$ cat config.mk
export PLATFORM = sky130hd
export DESIGN_NAME = hdu_scoreboard_flat
export DESIGN_NICKNAME = d
export VERILOG_FILES = /design/src/rtl/cardinal_hdu_pkg.sv /design/src/rtl/hdu_scoreboard_if.sv /design/src/rtl/hdu_sb_entry.sv /design/src/rtl/hdu_scoreboard.sv /design/src/flat_wrapper.sv
export SDC_FILE = /design/constraint.sdc
export NUM_CORES = 1
export LEC_CHECK = 0
export BUFFER_PORTS_ARGS = -buffer_cell sky130_fd_sc_hd__buf_2
export CAP_MARGIN = 5
export CORE_MARGIN = 8
export CORE_UTILIZATION = 40
export DETAILED_ROUTE_END_ITERATION = 6
export PLACE_DENSITY = 0.7
export SYNTH_ARGS = -nofsm -noshare
export SYNTH_HDL_FRONTEND = slang
export SYNTH_SLANG_ARGS = --single-unit
$ cat constraint.sdc
create_clock -name clk -period 7.6 [get_ports clk]
set_input_delay 1.14 -clock clk [delete_from_list [all_inputs] [get_ports clk]]
set_output_delay 1.14 -clock clk [all_outputs]
set_load 0.02 [all_outputs]
$ cat src/rtl/cardinal_hdu_pkg.sv
// Shared constants and types for the Cardinal scoreboard hazard detection unit.
// The entry struct carries a fixed-width countdown; entries narrow it internally.
package cardinal_hdu_pkg;

  localparam int REG_AW    = 5;
  localparam int ENT_CNT_W = 4;

  localparam logic [5:0] OP_R   = 6'b101010;
  localparam logic [5:0] OP_LD  = 6'b100000;
  localparam logic [5:0] OP_BEQ = 6'b100010;
  localparam logic [5:0] OP_BNE = 6'b100011;

  typedef struct packed {
    logic                 busy;
    logic                 is_ld;
    logic [ENT_CNT_W-1:0] cnt;
  } hdu_entry_t;

  function automatic int cnt_width(input int lat);
    return (lat < 1) ? 1 : $clog2(lat + 1);
  endfunction

endpackage

$ cat src/rtl/hdu_scoreboard_if.sv
// Pipeline-to-HDU signal bundle: the pipeline is the master, the scoreboard the slave.
interface hdu_scoreboard_if #(
  parameter int NUM_REGS = 32,
  parameter int REG_AW   = 5,
  parameter int SCNT_W   = 16
) ();

  logic              id_valid;
  logic              id_flush;
  logic [REG_AW-1:0] id_rs1;
  logic [REG_AW-1:0] id_rs2;
  logic              id_rs1_used;
  logic              id_rs2_used;
  logic [REG_AW-1:0] id_rd;
  logic              id_rd_we;
  logic              id_is_load;
  logic              ld_done;
  logic [REG_AW-1:0] ld_done_rd;
  logic                pc_stall;
  logic                if_id_stall;
  logic                id_ex_bubble;
  logic [NUM_REGS-1:0] busy_vec;
  logic [SCNT_W-1:0]   stall_cycles;
  logic                err_ld_done;

  modport master (
    output id_valid, id_flush, id_rs1, id_rs2, id_rs1_used, id_rs2_used,
           id_rd, id_rd_we, id_is_load, ld_done, ld_done_rd,
    input  pc_stall, if_id_stall, id_ex_bubble, busy_vec, stall_cycles, err_ld_done
  );

  modport slave (
    input  id_valid, id_flush, id_rs1, id_rs2, id_rs1_used, id_rs2_used,
           id_rd, id_rd_we, id_is_load, ld_done, ld_done_rd,
    output pc_stall, if_id_stall, id_ex_bubble, busy_vec, stall_cycles, err_ld_done
  );

endinterface

$ cat src/rtl/hdu_sb_entry.sv
// One scoreboard entry: a new producer beats any same-edge countdown or load completion.
module hdu_sb_entry
  import cardinal_hdu_pkg::*;
#(
  parameter int ALU_LAT = 2,
  parameter int CNT_W   = 2
) (
  input  logic       clk,
  input  logic       reset,
  input  logic       i_set,
  input  logic       i_set_ld,
  input  logic       i_ld_clr,
  output hdu_entry_t o_entry
);

  localparam logic [CNT_W-1:0] LAT = CNT_W'(ALU_LAT);

  logic             r_busy;
  logic             r_isLd;
  logic [CNT_W-1:0] r_cnt;

  // ALU entries retire on the edge where the countdown reaches one; loads wait for completion
  always_ff @(posedge clk or posedge reset) begin
    if (reset) begin
      r_busy <= 1'b0;
      r_isLd <= 1'b0;
      r_cnt  <= '0;
    end else if (i_set) begin
      r_busy <= 1'b1;
      r_isLd <= i_set_ld;
      r_cnt  <= i_set_ld ? '0 : LAT;
    end else if (r_busy && !r_isLd) begin
      if (r_cnt <= CNT_W'(1)) begin
        r_busy <= 1'b0;
        r_cnt  <= '0;
      end else begin
        r_cnt <= r_cnt - CNT_W'(1);
      end
    end else if (r_busy && r_isLd && i_ld_clr) begin
      r_busy <= 1'b0;
    end
  end

  assign o_entry = '{busy: r_busy, is_ld: r_isLd, cnt: ENT_CNT_W'(r_cnt)};

endmodule

$ cat src/rtl/hdu_scoreboard.sv
// Scoreboard hazard detection unit: stalls PC and IF/ID while any source operand
// is still in flight, tracking ALU results by countdown and loads by completion.
module hdu_scoreboard
  import cardinal_hdu_pkg::*;
#(
  parameter int NUM_REGS   = 32,
  parameter int ALU_LAT    = 2,
  parameter int BYPASS_LAT = 0,
  parameter int MAX_LOADS  = 2,
  parameter bit R0_ZERO    = 1'b0,
  parameter int SCNT_W     = 16
) (
  input logic            clk,
  input logic            reset,
  hdu_scoreboard_if.slave bus
);

  localparam int CNT_W = cnt_width(ALU_LAT);
  localparam int LDC_W = $clog2(MAX_LOADS + 1);

  hdu_entry_t          w_ent [NUM_REGS];
  logic [NUM_REGS-1:0] w_set;
  logic [NUM_REGS-1:0] w_clr;
  logic [NUM_REGS-1:0] w_busy;
  logic                w_haz1;
  logic                w_haz2;
  logic                w_ldFull;
  logic                w_stall;
  logic                w_pcStall;
  logic                w_issue;
  logic                w_ldIssue;
  logic                w_ldOk;
  logic [LDC_W-1:0]    r_ldCnt;
  logic [SCNT_W-1:0]   r_stallCnt;
  logic                r_err;

  for (genvar g = 0; g < NUM_REGS; g++) begin : g_ent
    localparam bit TRACK = !(R0_ZERO && g == 0);
    assign w_set[g]  = TRACK && w_issue && bus.id_rd_we && (bus.id_rd == REG_AW'(g));
    assign w_clr[g]  = TRACK && bus.ld_done && (bus.ld_done_rd == REG_AW'(g));
    assign w_busy[g] = w_ent[g].busy;
    hdu_sb_entry #(.ALU_LAT(ALU_LAT), .CNT_W(CNT_W)) u_entry (
      .clk     (clk),
      .reset   (reset),
      .i_set   (w_set[g]),
      .i_set_ld(bus.id_is_load),
      .i_ld_clr(w_clr[g]),
      .o_entry (w_ent[g])
    );
  end

  // Decision uses registered state only, so same-cycle completions release a cycle later
  always_comb begin
    w_haz1 = bus.id_rs1_used && w_ent[bus.id_rs1].busy &&
             (w_ent[bus.id_rs1].is_ld || w_ent[bus.id_rs1].cnt > ENT_CNT_W'(BYPASS_LAT));
    w_haz2 = bus.id_rs2_used && w_ent[bus.id_rs2].busy &&
             (w_ent[bus.id_rs2].is_ld || w_ent[bus.id_rs2].cnt > ENT_CNT_W'(BYPASS_LAT));
    w_ldFull  = (r_ldCnt == LDC_W'(MAX_LOADS));
    w_stall   = !reset && bus.id_valid &&
                (w_haz1 || w_haz2 || (bus.id_is_load && bus.id_rd_we && w_ldFull));
    w_pcStall = w_stall && !bus.id_flush;
    w_issue   = bus.id_valid && !w_stall && !bus.id_flush;
    w_ldIssue = w_issue && bus.id_rd_we && bus.id_is_load;
    w_ldOk    = bus.ld_done && w_ent[bus.ld_done_rd].busy && w_ent[bus.ld_done_rd].is_ld;
  end

  always_ff @(posedge clk or posedge reset) begin
    if (reset) begin
      r_ldCnt    <= '0;
      r_stallCnt <= '0;
      r_err      <= 1'b0;
    end else begin
      case ({w_ldIssue, w_ldOk})
        2'b10:   if (r_ldCnt < LDC_W'(MAX_LOADS)) r_ldCnt <= r_ldCnt + LDC_W'(1);
        2'b01:   if (r_ldCnt != '0) r_ldCnt <= r_ldCnt - LDC_W'(1);
        default: r_ldCnt <= r_ldCnt;
      endcase
      if (w_pcStall && r_stallCnt != '1) r_stallCnt <= r_stallCnt + SCNT_W'(1);
      if (bus.ld_done && !w_ldOk) r_err <= 1'b1;
    end
  end

  assign bus.pc_stall     = w_pcStall;
  assign bus.if_id_stall  = w_pcStall;
  assign bus.id_ex_bubble = w_pcStall && !bus.id_flush;
  assign bus.busy_vec     = w_busy;
  assign bus.stall_cycles = r_stallCnt;
  assign bus.err_ld_done  = r_err;

endmodule

$ cat src/flat_wrapper.sv
// flat-port wrapper written by rule: the top's interface ports become plain ports
module hdu_scoreboard_flat import cardinal_hdu_pkg::*;
#(
  parameter int NUM_REGS   = 32,
  parameter int ALU_LAT    = 2,
  parameter int BYPASS_LAT = 0,
  parameter int MAX_LOADS  = 2,
  parameter bit R0_ZERO    = 1'b0,
  parameter int SCNT_W     = 16
)
  (clk, reset, bus_id_valid, bus_id_flush, bus_id_rs1, bus_id_rs2, bus_id_rs1_used, bus_id_rs2_used, bus_id_rd, bus_id_rd_we, bus_id_is_load, bus_ld_done, bus_ld_done_rd, bus_pc_stall, bus_if_id_stall, bus_id_ex_bubble, bus_busy_vec, bus_stall_cycles, bus_err_ld_done);
  hdu_scoreboard_if #(.NUM_REGS(NUM_REGS), .SCNT_W(SCNT_W)) bus_i ();
  input logic clk;
  input logic reset;
  input wire logic [$bits(bus_i.id_valid)-1:0] bus_id_valid;
  input wire logic [$bits(bus_i.id_flush)-1:0] bus_id_flush;
  input wire logic [$bits(bus_i.id_rs1)-1:0] bus_id_rs1;
  input wire logic [$bits(bus_i.id_rs2)-1:0] bus_id_rs2;
  input wire logic [$bits(bus_i.id_rs1_used)-1:0] bus_id_rs1_used;
  input wire logic [$bits(bus_i.id_rs2_used)-1:0] bus_id_rs2_used;
  input wire logic [$bits(bus_i.id_rd)-1:0] bus_id_rd;
  input wire logic [$bits(bus_i.id_rd_we)-1:0] bus_id_rd_we;
  input wire logic [$bits(bus_i.id_is_load)-1:0] bus_id_is_load;
  input wire logic [$bits(bus_i.ld_done)-1:0] bus_ld_done;
  input wire logic [$bits(bus_i.ld_done_rd)-1:0] bus_ld_done_rd;
  output wire logic [$bits(bus_i.pc_stall)-1:0] bus_pc_stall;
  output wire logic [$bits(bus_i.if_id_stall)-1:0] bus_if_id_stall;
  output wire logic [$bits(bus_i.id_ex_bubble)-1:0] bus_id_ex_bubble;
  output wire logic [$bits(bus_i.busy_vec)-1:0] bus_busy_vec;
  output wire logic [$bits(bus_i.stall_cycles)-1:0] bus_stall_cycles;
  output wire logic [$bits(bus_i.err_ld_done)-1:0] bus_err_ld_done;
  assign bus_i.id_valid = bus_id_valid;
  assign bus_i.id_flush = bus_id_flush;
  assign bus_i.id_rs1 = bus_id_rs1;
  assign bus_i.id_rs2 = bus_id_rs2;
  assign bus_i.id_rs1_used = bus_id_rs1_used;
  assign bus_i.id_rs2_used = bus_id_rs2_used;
  assign bus_i.id_rd = bus_id_rd;
  assign bus_i.id_rd_we = bus_id_rd_we;
  assign bus_i.id_is_load = bus_id_is_load;
  assign bus_i.ld_done = bus_ld_done;
  assign bus_i.ld_done_rd = bus_ld_done_rd;
  assign bus_pc_stall = bus_i.pc_stall;
  assign bus_if_id_stall = bus_i.if_id_stall;
  assign bus_id_ex_bubble = bus_i.id_ex_bubble;
  assign bus_busy_vec = bus_i.busy_vec;
  assign bus_stall_cycles = bus_i.stall_cycles;
  assign bus_err_ld_done = bus_i.err_ld_done;
  hdu_scoreboard #(.NUM_REGS(NUM_REGS), .ALU_LAT(ALU_LAT), .BYPASS_LAT(BYPASS_LAT), .MAX_LOADS(MAX_LOADS), .R0_ZERO(R0_ZERO), .SCNT_W(SCNT_W)) u_core (.clk(clk), .reset(reset), .bus(bus_i));
endmodule
==> Yosys cells after proc, flatten, opt, wreduce, memory -nomap -nowiden <==
Index checks and enable logic that the tools add are counted.
{ "word_totals": {"regBits": 147, "wordCells": 831, "in_bits": 29, "out_inout_bits": 52} }
{ "op_classes": {"n_lt_le_gt_ge": 38, "reduce_logical": 319, "eq_ne": 100, "add_sub_neg": 35, "bitwise": 3, "n_mux": 237} }
{ "ops": {"columns": ["operator", "n"], "rows": [
  ["two-way mux 2 bit", 99],
  ["logical AND 1 bit", 178],
  ["== test 5 bit, second input constant", 32],
  ["two-way mux 1 bit", 128],
  ["inequality test 3 x 2 -> 1 bit, second input constant", 32],
  ["nonzero test 3 bit", 32],
  ["binary-select mux 6 bit (select 5 bit)", 3],
  ["== test 5 x 4 -> 1 bit, second input constant", 16],
  ["nonzero test 2 bit", 34],
  ["subtractor 2 x 1 -> 2 bit, second input constant", 33],
  ["less-or-equal comparator 2 x 1 -> 1 bit, second input constant", 32],
  ["AND reduction 2 bit", 32],
  ["== test 5 x 3 -> 1 bit, second input constant", 8],
  ["logical NOT 1 bit", 36],
  ["two-way mux 6 bit", 6],
  ["== test 5 x 2 -> 1 bit, second input constant", 4],
  [">= comparator 6 bit, second input constant", 3],
  ["NOT 5 -> 6 bit", 3],
  ["adder 16 x 1 -> 16 bit, second input constant", 1],
  ["inequality test 16 bit, second input constant", 1],
  ["== test 5 x 1 -> 1 bit, second input constant", 2],
  ["logical NOT 5 bit", 2],
  ["greater-than comparator 4 x 1 -> 1 bit, second input constant", 2],
  ["== test 2 bit, second input constant", 2],
  ["7 further kinds", 11]
]} }

==> Longest topological paths before layout <==
Gate-level depths: netlist of the first run.
{ "depth": {"word_depth": 18, "depth_mapped": 12, "mapped_depth_nobuf": 8} }

==> Hierarchy <==
Synthesis of the first run repeated with hierarchy kept, for this count alone.
{ "unflattened": {"hier_cells": 1121, "hier_area_um2": 10390.0} }
{ "modules_own_cells": {"columns": ["mod", "n_inst", "area_per_inst_um2", "cells_per_inst"], "rows": [
  ["hdu_sb_entry", 32, 211.5, 20],
  ["hdu_scoreboard", 1, 3623.5, 481]
]} }

==> Least setup slack after synthesis of the first run <==
OpenSTA, ideal clock, no wires.
{ "synth_path": {"kind": "input -> output", "from": "in reset", "to": "out bus_if_id_stall", "required_ns": 6.460, "stages": 8, "slack_ns": 0.671, "t_arrival_ns": 5.789, "path_buffers": 4, "cell_sequence": "inv_1 nand2_1 o22a_1 buf_6 buf_2 buf_2 nor2_1 buf_4"} }
{ "synth_via": {"elab_chain_len": 4} }
{ "synth_rtl": {"columns": ["item", "line_no", "text"], "rows": [
  ["start, declared", "flat_wrapper.sv:14", "input logic reset;"],
  ["logical NOT 1 bit (no line)", null, null],
  ["logical AND 1 bit (2 in a row)", "hdu_scoreboard.sv:59", "w_stall = !reset && bus.id_valid &&"],
  ["logical AND 1 bit", "hdu_scoreboard.sv:61", "w_pcStall = w_stall && !bus.id_flush;"],
  ["end, declared", "flat_wrapper.sv:27", "output wire logic [$bits(bus_i.if_id_stall)-1:0] bus_if_id_stall;"]
]} }
No other way between the ends.

==> Worst setup path after layout of the first run <==
{ "layout_path": {"from": "in bus_id_rs2[1]", "to": "out bus_id_ex_bubble"} }
{ "layout_via": {"elab_chain_len": 12} }
{ "layout_rtl": {"columns": ["item", "line_no", "text"], "rows": [
  ["start, declared", "flat_wrapper.sv:18", "input wire logic [$bits(bus_i.id_rs2)-1:0] bus_id_rs2;"],
  ["NOT 5 -> 6 bit (not written as such) *", "hdu_scoreboard.sv:56, hdu_scoreboard.sv:57", null],
  ["binary-select mux 6 bit (select 5 bit) *", "hdu_scoreboard.sv:56, hdu_scoreboard.sv:57", null],
  ["two-way mux 6 bit (not written as such) * (2 in a row)", "hdu_scoreboard.sv:57", "(w_ent[bus.id_rs2].is_ld || w_ent[bus.id_rs2].cnt > ENT_CNT_W'(BYPASS_LAT));"],
  ["greater-than comparator 4 x 1 -> 1 bit", "hdu_scoreboard.sv:57", null],
  ["logical OR 1 bit", "hdu_scoreboard.sv:57", null],
  ["logical AND 1 bit *", "hdu_scoreboard.sv:56", "w_haz2 = bus.id_rs2_used && w_ent[bus.id_rs2].busy &&"],
  ["logical OR 1 bit * (2 in a row)", "hdu_scoreboard.sv:60", "(w_haz1 || w_haz2 || (bus.id_is_load && bus.id_rd_we && w_ldFull));"],
  ["logical AND 1 bit *", "hdu_scoreboard.sv:59", null],
  ["logical AND 1 bit *", "hdu_scoreboard.sv:61", null],
  ["logical AND 1 bit *", "hdu_scoreboard.sv:85", "assign bus.id_ex_bubble = w_pcStall && !bus.id_flush;"],
  ["end, declared", "flat_wrapper.sv:28", "output wire logic [$bits(bus_i.id_ex_bubble)-1:0] bus_id_ex_bubble;"]
]} }
Every way passes the cells marked *; elsewhere a longest branch is shown, timed or not. The select of a mux whose other input is x is not followed.

==> summary.txt, run 1 <==
Status
  • Status: complete, no violations

Timing
  • Setup Skew: 0.01213 ns
  • Worst setup margin: 3.062 ns
  • Final Max Tran Viols: 0
  • Final Setup Violations: 0
  • Worst-margin pin slew: 1.114 ns
  • Clock period minus worst slack: 4.538 ns
  • Final Cycle Share: 0.5970
  • Slew margin rel.: 0.2558
  • F_max: 220.4 MHz
  • RSZ-0062 raised after global routing: no
  • Setup TNS: 0 ns
  • Hold Violations, Final: 0

Routing
  • Initial DRC Count: 549
  • DR vias/cell: 5.901
  • Routed len/inst: 19.71 microns
  • Antenna Nets Post-Route: 0
  • Via count: 7028
  • Final WL: 23470 microns
  • DRC violations left: 0
  • First-pass iteration count of the detailed router: 5

Final layout
  • Layout cells sized above 1: 0.2041
  • Filler cells: 1991
  • N_diodes: 0
  • Nets: 935
  • Area Growth Syn to Fin: 11.84%

Clock tree
  • Clock transition at path regs: 0.06 ns
  • # resized after CTS: 0
  • Clock latency at the later pin of the worst-skew pair: 0.44 ns
  • Clock Root Buffer: clkbuf_16
  • CTS H-tree lvls: 4
  • Sink Count: 147
  • Post-CTS Hold Buffers: 0
  • Setup Fix Bufs, Post-CTS: 0
  • CTS Buffer Depth: 2
  • CTS tree: done
  • CTS Buf Count: 17

Logic synthesis
  • EDFF count, synth: 0
  • Area contributors post-synth: dfrtp_1 (44%), mux2i_1 (5.1%), mux2_2 (4.4%)
  • Synth Net Count: 898
  • Syn avg cell area: 9.669 sq um
  • Synth async-reset ratio: 1.000
  • Sequential area share after synthesis: 0.4383
  • Most common cell in the netlist: dfrtp_1
  • Area share of the largest cell type after synthesis: 0.4383
  • Post-synth top flop: dfrtp_1
  • Synth cell count leaders: dfrtp_1 (147), nand2_1 (85), o21ai_0 (67)
  • Yosys synthesis warning count: 0
  • #FFs+latches synth: 147
  • Syn Std Cell Area: 8393 sq um
  • Post-Synthesis Cells: 868
  • Synth area leader: dfrtp_1
  • Netlist cell types: 52

Floorplanning
  • CORE AREA: 20820 sq um
  • Vert. Die Dim: 160.9 microns
  • # rows: 53
  • # IOs: 81
  • Die W: 160.9 microns
  • Die Footprint: 25870 sq um
  • Initial Util: 0.4031

Global routing
  • First-pass GRT wire length: 36890 microns
  • Largest net degree at the start of global routing: 91
  • Gr busiest metal: met2
  • Vias in the first global route: 6714
  • GR Util met2: 0.2720
  • GRT Util Overall: 0.1815
  • GR Util met1: 0.2353
  • GRT met3 Usage: 0.06373
  • Total gr overflow: 0
  • Antenna violations before repair: 3

Setup path
  • Critical path cell sequence: buf_2 -> inv_2 -> mux2i_1 -> a221oi_1 -> nand3_1 -> a311oi_2 -> o22a_1 -> buf_4 -> nor2_1 -> buf_2
  • Type of origin of the critical path: primary input
  • CP max stage cell: buf_4
  • Cell repeated most along the worst path: buf_2
  • Worst setup EP type: output port
  • Largest delay share family, worst path: buffers and inverters
  • Buf/Inv on CP: 4
  • Crit-path max cell delay: 0.40 ns
  • Critical Path Fanout Max: 47
  • Worst EP required: 6.46 ns
  • Setup Crit Path Kind: primary input to output port
  • Worst Path Arrival: 3.40 ns

Power
  • Seq pwr share: 0.479
  • P_sw: 712.5 uW
  • Worst vdd rail ir drop: 0.1384 mV
  • Switching Fraction: 0.3045
  • Clock power share: 0.373
  • PD cells: 249.3 nW/um^2
  • Leakage: 0.004127 uW
  • Pint: 1628 uW
  • Comb power frac: 0.147

Placement
  • Port bufs: 80
  • DP Wirelength: 16950 microns
  • GPL Wtd Cong: 0.8942
  • Worst slack, placed: 3.128 ns

Worst hold path
  • Hold/Removal Path Class: flip-flop to flip-flop

Run
  • Max cap viols: 0
[worst reg2reg max path, cell delays in order, from the launching register on]
cell and delay (ns):
dfrtp_1 0.43, o31ai_1 0.58, mux4_2 0.36, a31o_1 0.14
a21oi_1 0.04, a211oi_1 0.27, o22a_1 0.18, buf_4 0.41
and4_1 0.47, mux2_2 0.38
[cells by family after synthesis]
logic type               Yosys count  synth area share
flip-flops                       147            0.4383
XOR/XNOR                          16           0.01670
AND/OR/NAND/NOR                  331            0.2087
multiplexers                      86            0.1224
buffers and inverters             76           0.05233
AO/OA/AOI/OAI                    211            0.1601
adder cells (fa/ha/maj)            1          0.001491
[power groups by stage]
stage,logic (uW),clock network (uW),registers [uW]
floorplan,260,0,1100
global placement,336,0,1120
detailed placement,348,0,1130
CTS,349,884,1120
global route,391,913,1150
finish,345,873,1120
[metal layers]
| metal | routed length (microns) | share of wire | vias up |
|---|---|---|---|
| li1 | - | - | 3262 |
| met2 | 10680 | 0.45 | 267 |
| met1 | 10120 | 0.43 | 3437 |
| met3 | 1985 | 0.085 | 56 |
| met4 | 653 | 0.028 | 6 |
| met5 | 39 | 0.0017 | - |
[state kept, by name, summed over array words and instances (netlist names)]
| register | flops |
|---|---|
| u_core.g_ent.u_entry.r_cnt | 64 |
| u_core.g_ent.u_entry.r_busy | 32 |
| u_core.g_ent.u_entry.r_isLd | 32 |
| u_core.bus.stall_cycles | 16 |
| u_core.r_ldCnt | 2 |
| u_core.bus.err_ld_done | 1 |
[final timing paths]
path                                                  from                                end  slack, ns  depth (start not counted)
hold reg to reg                     u_core.bus.err_ld_done             u_core.bus.err_ld_done       0.48                          1
min in group asynchronous                            reset    u_core.g_ent[20].u_entry.r_busy       0.93                          2
hold / removal                      u_core.bus.err_ld_done             u_core.bus.err_ld_done       0.48                          1
max in group asynchronous                            reset  u_core.g_ent[25].u_entry.r_cnt[0]       5.37                          3
setup / recovery                             bus_id_rs2[1]                   bus_id_ex_bubble       3.06                         10
setup reg to reg           u_core.g_ent[14].u_entry.r_isLd    u_core.g_ent[30].u_entry.r_isLd       4.22                          9
[cells in the final DEF, fill, tap and decap left out, types with 5 or more instances in the layout]
cell type and n:
nand2_1 85, nor3b_2 5, nor2b_1 5, inv_1 6
nor3_1 28, mux4_2 10, clkbuf_16 17, nand2b_1 40
xor2_1 15, mux2i_1 43, dfrtp_1 147, a21oi_1 35
a21boi_0 7, nand3_1 61, o2111ai_1 5, buf_2 80
o21ai_0 67, nor3b_1 20, o311ai_0 13, mux2_2 33
o31ai_1 26, o211ai_1 30, buf_4 5, a31oi_1 14
and3_1 6, nor2_1 42, nand4_1 6, or2_2 10
[stage by stage]
step	instances	utilization	area, sq um	hold slack (ns)	total power, uW
2_1_floorplan	868	-	8393	0.5099	1355
3_3_place_gp	1161	0.4216	8780	0.4633	1454
3_5_place_dp	1161	0.4216	8780	0.4732	1474
4_1_cts	1191	0.4508	9387	0.4917	2348
5_1_grt	1191	0.4508	9387	0.5039	2453
6_report	1191	0.4508	9387	0.4822	2340
[cell type report]
class | instances | area [sq um] | share of cell area
Multi-Input combinational cell | 645 | 4280 | 0.4560
Sequential cell | 147 | 3679 | 0.3919
Clock buffer | 19 | 452.9 | 0.04825
Timing Repair Buffer | 85 | 437.9 | 0.04665
Tap cell | 275 | 344.1 | 0.03666
Clock inverter | 11 | 153.9 | 0.01640
Inverter | 9 | 38.79 | 0.004132
No activity file was read; power rests on OpenSTA's default activity.
==> inputs of run 2 (changes only) <==
--- a/config.mk
+++ b/config.mk
@@ -10,7 +10,7 @@
 export CORE_MARGIN = 8
 export CORE_UTILIZATION = 40
 export DETAILED_ROUTE_END_ITERATION = 6
-export PLACE_DENSITY = 0.7
+export PLACE_DENSITY = 0.72
 export SYNTH_ARGS = -nofsm -noshare
 export SYNTH_HDL_FRONTEND = slang
 export SYNTH_SLANG_ARGS = --single-unit
==> constraint.sdc (replaced) <==
create_clock -name clk -period 4.12 [get_ports clk]
set_input_delay 0.618 -clock clk [delete_from_list [all_inputs] [get_ports clk]]
set_output_delay 0.618 -clock clk [all_outputs]
set_load 0.02 [all_outputs]
==> summary.txt, run 2 (synthesis gave the netlist of run 1 again) <==
Timing
  • Final Setup Violations: 0 (unchanged)
  • Slew margin rel.: 0.2981 (was 0.2558)
  • Final Cycle Share: 0.8690
  • Hold Violations, Final: 0 (unchanged)
  • Worst-margin pin slew: 1.049 ns (was 1.114 ns)
  • Clock period minus worst slack: 3.580 ns
  • RSZ-0062 raised after global routing: no (unchanged)
  • Setup Skew: 0.01211 ns (was 0.01213 ns)
  • F_max: 279.3 MHz
  • Final Max Tran Viols: 0 (unchanged)

Clock tree
  • Post-CTS Hold Buffers: 0 (unchanged)
  • Sink Count: 147 (unchanged)
  • Clock transition at path regs: 0.06 ns (about the same)
  • Clock Root Buffer: clkbuf_16 (unchanged)
  • CTS Buf Count: 17 (unchanged)
  • # resized after CTS: 0 (unchanged)
  • Clock latency at the later pin of the worst-skew pair: 0.43 ns (was 0.44 ns)
  • CTS H-tree lvls: 4 (unchanged)
  • CTS Buffer Depth: 2 (unchanged)
  • CTS tree: done (unchanged)
  • Setup Fix Bufs, Post-CTS: 0 (unchanged)

Power
  • Worst vdd rail ir drop: 0.2094 mV (was 0.1384 mV)
  • PD cells: 447.3 nW/um^2 (was 249.3 nW/um^2)
  • Leakage: 0.004130 uW (was 0.004127 uW)

Final layout
  • Most common cell after layout, fill and taps aside: dfrtp_1 (unchanged)
  • Filler cells: 2018 (was 1991)
  • Area Growth Syn to Fin: 11.76% (was 11.84%)
  • Core Util, Final: 0.4505 (was 0.4508)
  • Top flop regs: u_core.g_ent.u_entry.r_cnt: 64 flops, u_core.g_ent.u_entry.r_busy: 32 flops, u_core.g_ent.u_entry.r_isLd: 32 flops (unchanged)
  • Flip-flop count of the largest register after layout: 64 (unchanged)
  • Layout cells sized above 1: 0.2106 (was 0.2041)
  • Cell Count, Final, Fillers Out: 1197 (was 1191)
  • Nets: 939 (was 935)
  • Most flops, register: u_core.g_ent.u_entry.r_cnt (unchanged)
  • Most frequent cells in the layout: dfrtp_1 (147), nand2_1 (85), buf_2 (80) (unchanged)

Setup path
  • Type of origin of the critical path: flip-flop (was primary input)
  • Flop2flop setup slack: 0.89 ns (was 4.22 ns)
  • Worst setup EP type: output port (unchanged)
  • Critical Path Fanout Max: 20 (was 47)
  • Worst EP required: 3.50 ns (was 6.46 ns)
  • Worst Path Arrival: 2.96 ns (was 3.40 ns)
  • Register-to-Register Path Depth: 9 (unchanged)
  • R2R Path Start: u_core.g_ent[12].u_entry.r_isLd (was u_core.g_ent[14].u_entry.r_isLd)
  • FF-to-FF End: u_core.g_ent[1].u_entry.r_isLd (was u_core.g_ent[30].u_entry.r_isLd)
  • Setup Crit Path Kind: flip-flop to output port (was primary input to output port)

Worst hold path
  • Min-Delay Endpoint: u_core.bus.stall_cycles[9] (was u_core.bus.err_ld_done)
  • Hold/Removal Path Class: flip-flop to flip-flop (unchanged)
  • Worst hold stages: 1 (unchanged)
  • Hold_sp: u_core.bus.stall_cycles[9] (was u_core.bus.err_ld_done)

Status
  • Status: complete, no violations (unchanged)

Global routing
  • First-pass GRT wire length: 37540 microns (was 36890 microns)
  • Largest net degree at the start of global routing: 77 (was 91)
  • Total gr overflow: 0 (unchanged)
  • GRT Util Overall: 0.1829 (was 0.1815)
  • Antenna violations before repair: 3 (unchanged)
  • Vias in the first global route: 6835 (was 6714)

Routing
  • Final WL: 23440 microns (was 23470 microns)
  • DRC violations left: 0 (unchanged)
  • Via count: 7028 (unchanged)
  • DR vias/cell: 5.871 (was 5.901)
  • Antenna Nets Post-Route: 0 (unchanged)
  • Routed len/inst: 19.58 microns (was 19.71 microns)
  • First-pass iteration count of the detailed router: 5 (unchanged)
  • Initial DRC Count: 743 (was 549)

Run
  • Max cap viols: 0 (unchanged)

Floorplanning
  • # IOs: 81 (unchanged)
  • CORE AREA: 20820 sq um (unchanged)
  • Die W: 160.9 microns (unchanged)
  • Vert. Die Dim: 160.9 microns (unchanged)
  • Initial Util: 0.4031 (unchanged)
  • Die Footprint: 25870 sq um (unchanged)
  • # rows: 53 (unchanged)

Placement
  • Port bufs: 80 (unchanged)
  • DP Wirelength: 17130 microns (was 16950 microns)
  • GPL Wtd Cong: 0.9697 (was 0.8942)
  • Inst Count DP: 1165 (was 1161)
==> run 2: routing by layer <==
layer	global-route usage	vias to the layer above	share of wire
li1	-	3257	-
met1	0.2435	3455	0.44
met2	0.2767	273	0.45
met3	0.06271	39	0.092
met4	0.05261	4	0.019
met5	0	-	0.0012
==> run 2: metrics by stage <==
| step | TNS (ns) | setup slack [ns] | hold WS [ns] | total power, uW | area (sq um) |
|---|---|---|---|---|---|
| 2_1_floorplan | -0.5582 | -0.2317 | 0.5099 | 2505 | 8424 |
| 3_3_place_gp | 0 | 0.8172 | 0.4595 | 2705 | 8818 |
| 3_5_place_dp | 0 | 0.7818 | 0.4673 | 2734 | 8818 |
| 4_1_cts | 0 | 0.5493 | 0.4833 | 4216 | 9378 |
| 5_1_grt | 0 | 0.3380 | 0.5009 | 4416 | 9380 |
| 6_report | 0 | 0.5398 | 0.4802 | 4196 | 9380 |
==> run 2: where the power goes <==
group          leakage, uW  internal (uW)  total (uW)  switching, uW
logic              0.00195            279         651            372
registers          0.00190           1740        2070            325
clock network     0.000279            859        1480            617
total              0.00413           2880        4200           1310
==> run 2: layout make-up <==
class	instances	area [sq um]	share of cell area
clock inverters	12	106.4	0.01134
flip-flops and latches	147	3679	0.3922
diodes	1	2.502	0.0002668
inverters	9	37.54	0.004002
multi-input cells	645	4290	0.4574
repair buffers	89	467.9	0.04989
clock buffers	19	452.9	0.04829
well taps	275	344.1	0.03668
==> run 2: worst max-delay path by stage <==
stage | from | to | slack, ns | cells past startpoint
2_1_floorplan | reset | bus_if_id_stall | -0.23 | 8
3_3_place_gp | bus_id_rs1[0] | u_core.g_ent[1].u_entry.r_isLd | 0.82 | 10
3_5_place_dp | bus_id_rs2[1] | u_core.g_ent[1].u_entry.r_isLd | 0.78 | 10
4_1_cts | u_core.g_ent[24].u_entry.r_cnt[0] | bus_pc_stall | 0.55 | 8
5_1_grt | u_core.g_ent[30].u_entry.r_isLd | bus_if_id_stall | 0.34 | 8
6_report | u_core.g_ent[12].u_entry.r_isLd | bus_pc_stall | 0.54 | 8
==> run 2: worst max-delay path, cell delays in order, from the launching register on <==
cell and delay, ns:
dfrtp_1 0.43, o31ai_1 0.53, mux4_2 0.35, a31o_1 0.14, a21oi_1 0.04, a211oi_1 0.33
o22a_2 0.48, nor2_4 0.06, buf_2 0.17
==> inputs of run 3 (changes only) <==
--- a/config.mk
+++ b/config.mk
@@ -10,7 +10,8 @@
 export CORE_MARGIN = 8
 export CORE_UTILIZATION = 40
 export DETAILED_ROUTE_END_ITERATION = 6
-export PLACE_DENSITY = 0.72
+export PLACE_DENSITY = 0.71
 export SYNTH_ARGS = -nofsm -noshare
 export SYNTH_HDL_FRONTEND = slang
+export SYNTH_HIERARCHICAL = 1
 export SYNTH_SLANG_ARGS = --single-unit
==> summary.txt, run 3 <==
Logic synthesis
  • #FFs+latches synth: 147 (unchanged)
  • Area share of the largest cell type after synthesis: 0.3540 (was 0.4383)
  • Post-synth top flop: dfrtp_1 (unchanged)
  • Yosys synthesis warning count: 6 (was 0)
  • Area contributors post-synth: dfrtp_1 (35%), buf_4 (9.8%), mux4_2 (6.5%) (was dfrtp_1 (44%), mux2i_1 (5.1%), mux2_2 (4.4%))
  • Syn avg cell area: 9.268 sq um (was 9.669 sq um)
  • Synth async-reset ratio: 1.000 (unchanged)
  • EDFF count, synth: 0 (unchanged)
  • Synth cell count leaders: nor2_1 (156), dfrtp_1 (147), buf_4 (135) (was dfrtp_1 (147), nand2_1 (85), o21ai_0 (67))
  • Synth area leader: dfrtp_1 (unchanged)
  • Syn Std Cell Area: 10390 sq um (was 8393 sq um)
  • Most common cell in the netlist: nor2_1 (was dfrtp_1)
  • Sequential area share after synthesis: 0.3540 (was 0.4383)
  • Post-Synthesis Cells: 1121 (was 868)
  • Netlist cell types: 60 (was 52)

Power
  • Pint: 3157 uW (was 2882 uW)
  • Leakage: 0.004885 uW (was 0.004130 uW)
  • Switching Fraction: 0.3436 (was 0.3131)
  • P_sw: 1652 uW (was 1314 uW)
  • Comb power frac: 0.233 (was 0.155)
  • Worst vdd rail ir drop: 0.2721 mV (was 0.2094 mV)
  • Total power: 4809 uW (was 4196 uW)
  • Clock power share: 0.294 (was 0.352)
  • PD cells: 442.5 nW/um^2 (was 447.3 nW/um^2)
  • Seq pwr share: 0.473 (was 0.493)

Floorplanning
  • CORE AREA: 25760 sq um (was 20820 sq um)
  • Initial Util: 0.4033 (was 0.4031)
  • Die W: 177.2 microns (was 160.9 microns)
  • Vert. Die Dim: 177.2 microns (was 160.9 microns)
  • Die Footprint: 31390 sq um (was 25870 sq um)
  • # rows: 59 (was 53)
  • # IOs: 81 (unchanged)

Status
  • Status: complete, no violations (unchanged)

Routing
  • Final WL: 27460 microns (was 23440 microns)
  • Antenna Nets Post-Route: 0 (unchanged)
  • Initial DRC Count: 869 (was 743)
  • DRC violations left: 0 (unchanged)
  • First-pass iteration count of the detailed router: 5 (unchanged)
  • Via count: 8195 (was 7028)
  • Routed len/inst: 18.83 microns (was 19.58 microns)
  • DR vias/cell: 5.621 (was 5.871)

Timing
  • Worst-margin pin slew: 0.8480 ns (was 1.049 ns)
  • Final Max Tran Viols: 0 (unchanged)
  • Worst setup margin: 0.3952 ns (was 0.5398 ns)
  • Final Setup Violations: 0 (unchanged)
  • Setup TNS: 0 ns (unchanged)
  • Hold Violations, Final: 0 (unchanged)
  • Setup Skew: 0.009632 ns (was 0.01211 ns)
  • Slew margin rel.: 0.4298 (was 0.2981)
  • Final Cycle Share: 0.9041 (was 0.8690)
  • F_max: 268.5 MHz (was 279.3 MHz)
  • RSZ-0062 raised after global routing: no (unchanged)
  • Clock period minus worst slack: 3.725 ns (was 3.580 ns)

Placement
  • DP Wirelength: 20570 microns (was 17130 microns)
  • GPL Wtd Cong: 0.9290 (was 0.9697)
  • Port bufs: 80 (unchanged)
  • Worst slack, placed: 0.3124 ns (was 0.7818 ns)

Setup path
  • Type of origin of the critical path: flip-flop (unchanged)
  • Setup Crit Path Kind: flip-flop to output port (unchanged)
  • CP Capture Point: bus_id_ex_bubble (was bus_pc_stall)
  • Critical Path Fanout Max: 11 (was 20)
  • Flop2flop setup slack: 0.59 ns (was 0.89 ns)
  • FF-to-FF End: u_core/g_ent[6].u_entry/r_isLd (was u_core.g_ent[1].u_entry.r_isLd)
  • Worst EP required: 3.50 ns (about the same)
  • Worst setup EP type: output port (unchanged)
  • Worst Path Arrival: 3.11 ns (was 2.96 ns)
  • Register-to-Register Path Depth: 10 (was 9)
  • CP max stage cell: or4_1 (was o31ai_1)
  • Critical path cell sequence: or4_1 -> nor2_1 -> a21oi_1 -> a2111oi_0 -> a21oi_1 -> a32oi_2 -> buf_4 -> nor2_1 -> buf_2 (was o31ai_1 -> mux4_2 -> a31o_1 -> a21oi_1 -> a211oi_1 -> o22a_2 -> nor2_4 -> buf_2)
  • R2R Path Start: u_core/g_ent[2].u_entry/r_isLd (was u_core.g_ent[12].u_entry.r_isLd)
  • Crit-path max cell delay: 0.57 ns (was 0.53 ns)
  • Worst Setup SP: u_core/g_ent[2].u_entry/r_isLd (was u_core.g_ent[12].u_entry.r_isLd)

Clock tree
  • Sink Count: 147 (unchanged)
  • CTS tree: done (unchanged)
  • Post-CTS Hold Buffers: 0 (unchanged)
  • # resized after CTS: 0 (unchanged)
  • CTS H-tree lvls: 4 (unchanged)
  • Clock Root Buffer: clkbuf_16 (unchanged)
  • Clock transition at path regs: 0.06 ns (about the same)
  • Clock latency at the later pin of the worst-skew pair: 0.43 ns (about the same)
  • CTS Buf Count: 17 (unchanged)
  • Setup Fix Bufs, Post-CTS: 0 (unchanged)
  • CTS Buffer Depth: 2 (unchanged)

Final layout
  • Area Growth Syn to Fin: 4.600% (was 11.76%)
  • Top flop regs: u_core/g_ent.u_entry/r_cnt: 64 flops, u_core/g_ent.u_entry/r_busy: 32 flops, u_core/g_ent.u_entry/r_isLd: 32 flops (was u_core.g_ent.u_entry.r_cnt: 64 flops, u_core.g_ent.u_entry.r_busy: 32 flops, u_core.g_ent.u_entry.r_isLd: 32 flops)
  • Flip-flop count of the largest register after layout: 64 (unchanged)
  • Area of the multi-input gates: 5550 sq um (was 4290 sq um)
  • Nets: 1138 (was 939)
  • Filler cells: 2497 (was 2018)
  • Most common cell after layout, fill and taps aside: nor2_1 (was dfrtp_1)
  • Layout cells sized above 1: 0.2055 (was 0.2106)
  • Most flops, register: u_core/g_ent.u_entry/r_cnt (was u_core.g_ent.u_entry.r_cnt)
  • Storage cell area: 3679 sq um (unchanged)
  • Most frequent cells in the layout: nor2_1 (156), dfrtp_1 (147), buf_2 (80) (was dfrtp_1 (147), nand2_1 (85), buf_2 (80))

Global routing
  • Total gr overflow: 0 (unchanged)
  • First-pass GRT wire length: 43210 microns (was 37540 microns)
  • GRT Util Overall: 0.1759 (was 0.1829)
  • Largest net degree at the start of global routing: 66 (was 77)
  • Antenna violations before repair: 4 (was 3)
  • Vias in the first global route: 7793 (was 6835)

Worst hold path
  • Hold/Removal Path Class: primary input to asynchronous set/reset pin (was flip-flop to flip-flop)

Run
  • Max cap viols: 0 (unchanged)
[run 3: cell count changes after synthesis, moves of 28 or more]
cell	delta
inv_1	+36
nand3_1	-29
o211ai_1	-28
nand2_1	-52
conb_1	+32
a21o_1	+33
a21oi_1	+37
nor2_1	+114
buf_4	+100
nor4bb_2	+32
[run 3: worst max-delay path: cells and delay by family, from the launching register on]
family	cells	cell delay (ns)
flops	1	0.45
buf+inv	2	0.41
simple gates	3	0.86
compound gates	4	0.96
[run 3: power by group through the flow]
stage          sequential, uW  combinational, uW  clock, uW
4_1_cts                  2260               1110       1450
6_report                 2270               1120       1410
3_5_place_dp             2280               1110          0
2_1_floorplan            2170                944          0
3_3_place_gp             2260               1090          0
5_1_grt                  2340               1260       1510
[run 3: cell type report]
type                            count  area share
Clock buffer                       21     0.04237
Tap cell                          335     0.03857
Timing Repair Buffer               92     0.04628
Antenna cell                        4   0.0009210
Clock inverter                     11    0.007483
Inverter                           44     0.01520
Multi-Input combinational cell    804      0.5107
Sequential cell                   147      0.3385
[run 3: kinds of logic after synthesis]
kind of cell | after synthesis | synth area share
XOR/XNOR | 14 | 0.01180
flip-flops | 147 | 0.3540
AO/OA/AOI/OAI | 197 | 0.1157
multiplexers | 108 | 0.1449
buffers and inverters | 202 | 0.1233
adder cells (fa/ha/maj) | 3 | 0.003613
AND/OR/NAND/NOR | 418 | 0.2351
other | 32 | 0.01156
[run 3: how the worst min path moves through the flow]
stage,slack (ns),start,cells after the start,endpoint
after floorplan,0.38,reset,1,u_core/g_ent[0].u_entry/r_busy
after global placement,0.46,u_core/bus.err_ld_done,1,u_core/bus.err_ld_done
after detailed placement,0.46,u_core/bus.err_ld_done,1,u_core/bus.err_ld_done
after CTS,0.30,reset,2,u_core/g_ent[30].u_entry/r_isLd
after global routing,0.31,reset,2,u_core/g_ent[29].u_entry/r_busy
final,0.29,reset,2,u_core/g_ent[31].u_entry/r_busy
[run 3: metrics by stage]
| stage | cells | hold slack (ns) | util | instance area (sq um) |
|---|---|---|---|---|
| 2_1_floorplan | 1153 | 0.3841 | - | 10510 |
| 3_3_place_gp | 1422 | 0.4590 | 0.4004 | 10320 |
| 3_5_place_dp | 1422 | 0.4600 | 0.4004 | 10320 |
| 4_1_cts | 1454 | 0.3012 | 0.4214 | 10860 |
| 5_1_grt | 1457 | 0.3111 | 0.4217 | 10870 |
| 6_report | 1458 | 0.2920 | 0.4218 | 10870 |
[run 3: routing by layer]
| layer | track usage | vias up | wire, microns | part of all wire |
|---|---|---|---|---|
| li1 | - | 3783 | - | - |
| met5 | 0 | - | 8 | 0.00029 |
| met2 | 0.2649 | 349 | 12260 | 0.45 |
| met4 | 0.07426 | 2 | 867 | 0.032 |
| met3 | 0.05163 | 55 | 2640 | 0.096 |
| met1 | 0.2319 | 4006 | 11680 | 0.43 |
